<file path="src/rtl/tl_ul_initiator.sv">
// TL-UL initiator: turns a simple core request/response handshake into A/D channel beats,
// tracking up to 2**TL_RS outstanding transactions by source ID.
module tl_ul_initiator #(
  parameter int TL_RS = 4,
  parameter int TL_AW = 16
) (
  input  logic              tlm_clock_i,
  input  logic              tlm_reset_ni,
  input  logic              req_valid,
  output logic              req_ready,
  input  logic [2:0]        req_opcode,
  input  logic [2:0]        req_param,
  input  logic [1:0]        req_size,
  input  logic [TL_AW-1:0]  req_address,
  input  logic [7:0]        req_mask,
  input  logic [63:0]       req_wdata,
  output logic              rsp_valid,
  input  logic              rsp_ready,
  output logic [TL_RS-1:0]  rsp_source,
  output logic [63:0]       rsp_data,
  output logic              rsp_error,
  output logic [2:0]        rsp_opcode,
  output logic [2:0]        tlm_a_opcode,
  output logic [2:0]        tlm_a_param,
  output logic [3:0]        tlm_a_size,
  output logic [TL_RS-1:0]  tlm_a_source,
  output logic [TL_AW-1:0]  tlm_a_address,
  output logic [7:0]        tlm_a_mask,
  output logic [63:0]       tlm_a_data,
  output logic              tlm_a_corrupt,
  output logic              tlm_a_valid,
  input  logic              tlm_a_ready,
  input  logic [2:0]        tlm_d_opcode,
  input  logic [1:0]        tlm_d_param,
  input  logic [3:0]        tlm_d_size,
  input  logic [TL_RS-1:0]  tlm_d_source,
  input  logic              tlm_d_denied,
  input  logic [63:0]       tlm_d_data,
  input  logic              tlm_d_corrupt,
  input  logic              tlm_d_valid,
  output logic              tlm_d_ready,
  output logic [TL_RS:0]    outstanding_o,
  output logic              unexpected_d_o
);
  localparam int NSRC = 1 << TL_RS;

  logic [NSRC-1:0] busy_q;
  logic [1:0]      meta_size_q [NSRC];
  logic [2:0]      meta_off_q  [NSRC];

  logic             free_found;
  logic [TL_RS-1:0] free_id;
  logic [TL_RS:0]   busy_cnt;
  logic             req_fire, d_fire, d_known;

  always_comb begin
    free_found = 1'b0;
    free_id    = '0;
    for (int i = NSRC - 1; i >= 0; i--) begin
      if (!busy_q[i]) begin
        free_found = 1'b1;
        free_id    = TL_RS'(i);
      end
    end
  end

  always_comb begin
    busy_cnt = '0;
    for (int i = 0; i < NSRC; i++) busy_cnt = busy_cnt + (TL_RS+1)'(busy_q[i]);
  end

  assign outstanding_o = busy_cnt;
  assign req_ready     = (~tlm_a_valid | tlm_a_ready) & free_found;
  assign req_fire      = req_valid & req_ready;
  assign tlm_d_ready   = ~rsp_valid | rsp_ready;
  assign d_fire        = tlm_d_valid & tlm_d_ready;
  assign d_known       = busy_q[tlm_d_source];
  assign tlm_a_corrupt = 1'b0;

  // A-channel payload derived from the core request
  logic [TL_AW-1:0] addr_al;
  logic [7:0]       gen_mask, a_mask_nxt;
  logic [63:0]      a_data_nxt;
  logic [2:0]       a_param_nxt;

  always_comb begin
    addr_al  = req_address;
    gen_mask = 8'hFF;
    a_data_nxt = req_wdata;
    case (req_size)
      2'd0: begin
        gen_mask   = 8'h01 << req_address[2:0];
        a_data_nxt = {8{req_wdata[7:0]}};
      end
      2'd1: begin
        addr_al[0] = 1'b0;
        gen_mask   = 8'h03 << {req_address[2:1], 1'b0};
        a_data_nxt = {4{req_wdata[15:0]}};
      end
      2'd2: begin
        addr_al[1:0] = 2'b00;
        gen_mask     = 8'h0F << {req_address[2], 2'b00};
        a_data_nxt   = {2{req_wdata[31:0]}};
      end
      default: addr_al[2:0] = 3'b000;
    endcase
    a_mask_nxt  = (req_opcode == 3'd1) ? (gen_mask & req_mask) : gen_mask;
    a_param_nxt = (req_opcode == 3'd2 || req_opcode == 3'd3) ? req_param : 3'd0;
  end

  // Response lane extraction uses the size/offset recorded when the request was issued
  logic [63:0] d_shifted, rsp_data_nxt;

  always_comb begin
    d_shifted = tlm_d_data >> {meta_off_q[tlm_d_source], 3'b000};
    case (meta_size_q[tlm_d_source])
      2'd0:    rsp_data_nxt = {56'b0, d_shifted[7:0]};
      2'd1:    rsp_data_nxt = {48'b0, d_shifted[15:0]};
      2'd2:    rsp_data_nxt = {32'b0, d_shifted[31:0]};
      default: rsp_data_nxt = d_shifted;
    endcase
    if (tlm_d_opcode == 3'd0) rsp_data_nxt = '0;
  end

  logic [5:0] unused_d;
  assign unused_d = {tlm_d_param, tlm_d_size};

  always_ff @(posedge tlm_clock_i or negedge tlm_reset_ni) begin
    if (!tlm_reset_ni) begin
      busy_q         <= '0;
      for (int i = 0; i < NSRC; i++) begin
        meta_size_q[i] <= '0;
        meta_off_q[i]  <= '0;
      end
      tlm_a_valid    <= 1'b0;
      tlm_a_opcode   <= '0;
      tlm_a_param    <= '0;
      tlm_a_size     <= '0;
      tlm_a_source   <= '0;
      tlm_a_address  <= '0;
      tlm_a_mask     <= '0;
      tlm_a_data     <= '0;
      rsp_valid      <= 1'b0;
      rsp_source     <= '0;
      rsp_data       <= '0;
      rsp_error      <= 1'b0;
      rsp_opcode     <= '0;
      unexpected_d_o <= 1'b0;
    end else begin
      if (tlm_a_ready) tlm_a_valid <= 1'b0;
      if (req_fire) begin
        tlm_a_valid     <= 1'b1;
        tlm_a_opcode    <= req_opcode;
        tlm_a_param     <= a_param_nxt;
        tlm_a_size      <= {2'b00, req_size};
        tlm_a_source    <= free_id;
        tlm_a_address   <= addr_al;
        tlm_a_mask      <= a_mask_nxt;
        tlm_a_data      <= a_data_nxt;
        busy_q[free_id]      <= 1'b1;
        meta_size_q[free_id] <= req_size;
        meta_off_q[free_id]  <= addr_al[2:0];
      end

      if (rsp_ready) rsp_valid <= 1'b0;
      if (d_fire) begin
        if (d_known) begin
          busy_q[tlm_d_source] <= 1'b0;
          rsp_valid  <= 1'b1;
          rsp_source <= tlm_d_source;
          rsp_opcode <= tlm_d_opcode;
          rsp_error  <= tlm_d_denied | tlm_d_corrupt;
          rsp_data   <= rsp_data_nxt;
        end else begin
          unexpected_d_o <= 1'b1;
        end
      end
    end
  end
endmodule

</file>
<file path="config.mk">
export PLATFORM = sky130hd
export DESIGN_NAME = tl_ul_initiator
export DESIGN_NICKNAME = d
export VERILOG_FILES = /design/src/rtl/tl_ul_initiator.sv
export SDC_FILE = /design/constraint.sdc
export NUM_CORES = 1
export LEC_CHECK = 0
export BUFFER_PORTS_ARGS = -buffer_cell sky130_fd_sc_hd__buf_2
export CORE_UTILIZATION = 55
export CTS_CLUSTER_SIZE = 8
export DETAILED_ROUTE_END_ITERATION = 16
export GPL_ROUTABILITY_DRIVEN = 0
export PLACE_DENSITY = 0.9
export SKIP_LAST_GASP = 1
export SYNTH_ARGS = -nofsm -noshare
export SYNTH_HDL_FRONTEND = slang
export SYNTH_SLANG_ARGS = --single-unit
</file>
<file path="constraint.sdc">
create_clock -name tlm_clock_i -period 10.52 [get_ports tlm_clock_i]
set_input_delay 1.052 -clock tlm_clock_i [delete_from_list [all_inputs] [get_ports tlm_clock_i]]
set_output_delay 1.052 -clock tlm_clock_i [all_outputs]
set_load 0.02 [all_outputs]
</file>
==> run summary <==
Final Setup Violations - 0
Clk sinks - 271
Final Max Tran Viols - 7
Maximum clock rate - 193 MHz
Power Dens Cells - 295 nW/um2
Max incr delay on CP - 580 ps
Pleak - 8.31 nW
WP data arrival - 4120 ps
Via/cell ratio - 6.28
Register area - 6780 um2
CTS tree - built
Count of yosys warnings during synthesis - 0
RSZ-0062 raised after global routing - no
Cells after synthesis - 1,316
Cell depth of the worst setup path - 12
Slew @ Worst Pin - 1610 ps
Worst Path Max Fanout - 7
Critical path launch point type - register
Final Cycle Share - 0.491
Failing checks - capacitance limit, slew limit
Die ar. - 25,500 um2
Rel. slew slack - -0.0842
Fin. Hold Viols - 0
# port buffers - 356
Final net count - 1,833
Vias - 12,330
WS Path Type - reg -> out
CTS resizes - 0
Reg2reg path depth - 7
Worst skew pair latency - 540 ps
Asr flop ratio synth - 1.00
FF-to-FF Start - busy_q[15]$_DFF_PN0_
Origin of the worst min-delay path - unexpected_d_o$_DFFE_PN0P_
1st-iter DRT viols - 1,254
WHS Path Cells - 1
Area grow syn2layout - 21.8%
RR Endpoint - meta_off_q[32]$_DFFE_PN0P_
End of the worst hold path - unexpected_d_o$_DFFE_PN0P_
Register bit total from synthesis - 271
CP max-delay cell - fa_1
HPWL Detailed - 28.9 mm
Seq/Total Area, Yosys - 0.496
Total gr overflow - 0
Clock slew at reported path FFs - 50 ps
Min-delay worst type - reg -> reg
Register-to-register setup slack - 6730 ps
DRC - 0
Setup crit end kind - output pin
Mapped Area - 13,700 um2
Area occupied by multi-input gates - 6400 um2
Tot Pwr - 4.90 mW
Pin count of the biggest net entering global routing - 183
Mean Syn Cell Area - 10.4 um2
Die Wd - 160 um
CP top delay family - adder cells
Hold_buf cts - 0
H-Tree Depth - 2
Initial core utilization - 0.562
Fill cells - 1,684
Worst path required time - 9470 ps
Crit path top cell by count - fa_1
I/O pin cnt - 366
Status - complete, but fails checks
Max VDD drop - 0.419 mV
Layout cells sized above 1 - 0.325
Cell variety after synth - 58
Post-synth EDFFs - 0
Bufs on Longest Clock Path - 3
WL final - 42.8 mm
Site row count - 57
Max Cap Violations - 1
Clock Skews - 30.0 ps
Core Footprint - 24,300 um2
Inserted Clock Buffers - 39
Predominant post-synthesis flop cell - dfrtp_1
Number of global-route vias before repair - 12,308
Overall Global Routing Usage - 0.333
Routed WL per cell - 21.8 um
First-pass GRT wire length - 66.6 mm
Total negative setup slack - 0 ps
Die H - 160 um
Setup Buffers After CTS - 0
Initial antenna violation count - 2
Buf/Inv on CP - 4
Cells along the critical path - fa_1, inv_1, fa_1, fa_1, fa_1, inv_1, ha_1, inv_1, fa_1, nor2b_1, o21a_1, buf_2
First-pass detailed-route iteration total - 7
Final ANT Viol Nets - 0
Root Buffer - clkbuf_16
Min cycle time layout - 5170 ps
==> worst reg2reg max path, cell delays in order, from the launching register on <==
cell and delay (ps):
dfrtp_1 430, nand2b_1 180, a21oi_1 180, o21ai_0 150, a221oi_1 620, o21ai_0 330, nor3_1 1320, mux2_2 450
==> stage by stage <==
step	worst slack, ps	area (um2)	cells	hold slack, ps	util
after floorplan	6040	13700	1318	445	-
after global routing	5130	16600	1964	479	0.684
after global placement	5890	15600	1920	433	0.640
after detailed placement	5750	15600	1920	441	0.640
after CTS	5320	16600	1963	451	0.684
final	5350	16600	1964	446	0.684
==> cell usage in the layout (no fill, tap or decap), types with 27 or more instances in the layout <==
master / count
nor2_1: 86
nand3_1: 31
a21oi_1: 52
mux2i_1: 80
nand2_1: 264
buf_2: 355
dfrtp_1: 271
inv_1: 27
o21ai_0: 76
mux2_2: 86
clkbuf_16: 39
==> kinds of logic after synthesis <==
family	share of synthesized area
buffers and inverters	0.0379
adder cells (fa/ha/maj)	0.0192
flip-flops	0.496
XOR/XNOR	0.00192
other	0.000274
AND/OR/NAND/NOR	0.134
multiplexers	0.173
AO/OA/AOI/OAI	0.137
==> cell usage after synthesis (all sizes together), types with 4 or more instances <==
cell     instances  share of area
a21oi           53          0.019
ha               5         0.0046
fa              10          0.015
nor4             6         0.0043
nor3            11         0.0040
or2              5         0.0023
nand2          265          0.073
clkbuf          50          0.014
dfrtp          271           0.50
and2            11         0.0050
o31ai           21          0.012
inv             27         0.0074
mux4            25          0.041
o2bb2ai          8         0.0051
a221o           18          0.013
mux2i           81          0.060
mux2            87          0.072
a211oi          19          0.010
buf             38          0.016
nor2b           11         0.0050
o21a             5         0.0027
o41ai            8         0.0051
a31oi           12         0.0055
nor2            87          0.024
o21ai           79          0.029
a21o             8         0.0044
nand3           31          0.011
a221oi           9         0.0067
a22oi           10         0.0055
o311ai           8         0.0051
nand2b           5         0.0025
a22o            11         0.0071
o32a             4         0.0029
==> how the worst max path moves through the flow <==
| stage | endpoint | slack [ps] | startpoint |
|---|---|---|---|
| 6_report | outstanding_o[4] | 5350 | busy_q[0]$_DFF_PN0_ |
| 5_1_grt | outstanding_o[4] | 5130 | busy_q[5]$_DFF_PN0_ |
| 4_1_cts | outstanding_o[4] | 5320 | busy_q[0]$_DFF_PN0_ |
| 3_5_place_dp | rsp_data[63]$_DFFE_PN0P_ | 5750 | tlm_d_source[0] |
| 3_3_place_gp | rsp_data[58]$_DFFE_PN0P_ | 5890 | tlm_d_source[0] |
| 2_1_floorplan | outstanding_o[2] | 6040 | busy_q[0]$_DFF_PN0_ |
==> metal layers <==
layer | vias up | track usage | wire length (um)
met2 | 852 | 0.538 | 20300
met4 | 0 | 0.186 | 2620
li1 | 5303 | - | -
met5 | - | 0 | 0
met3 | 208 | 0.0755 | 4100
met1 | 5967 | 0.415 | 15700
==> state kept, by name, indices dropped and copies added (netlist names), 4 cells and up <==
| register | count |
|---|---|
| rsp_source | 4 |
| rsp_data | 64 |
| busy_q | 16 |
| tlm_a_mask | 8 |
| tlm_a_data | 64 |
| tlm_a_source | 4 |
| meta_off_q | 48 |
| meta_size_q | 32 |
| tlm_a_address | 16 |
==> cell type report <==
| cell class | instances | area share |
|---|---|---|
| clock buffer | 40 | 0.0589 |
| timing repair buffer | 366 | 0.113 |
| multi-input combinational | 930 | 0.385 |
| clock inverter | 3 | 0.00459 |
| antenna | 1 | 0.000150 |
| tap | 324 | 0.0244 |
| sequential | 271 | 0.408 |
| inverter | 29 | 0.00654 |
==> power by group <==
part / switching, mW / internal (mW) / total [mW]
Combinational: 1.39 / 0.904 / 2.29
Clock: 0.458 / 0.661 / 1.12
Sequential: 0.182 / 1.31 / 1.49
Total: 2.03 / 2.87 / 4.90
Note: power is estimated with default switching activity, not from simulation.
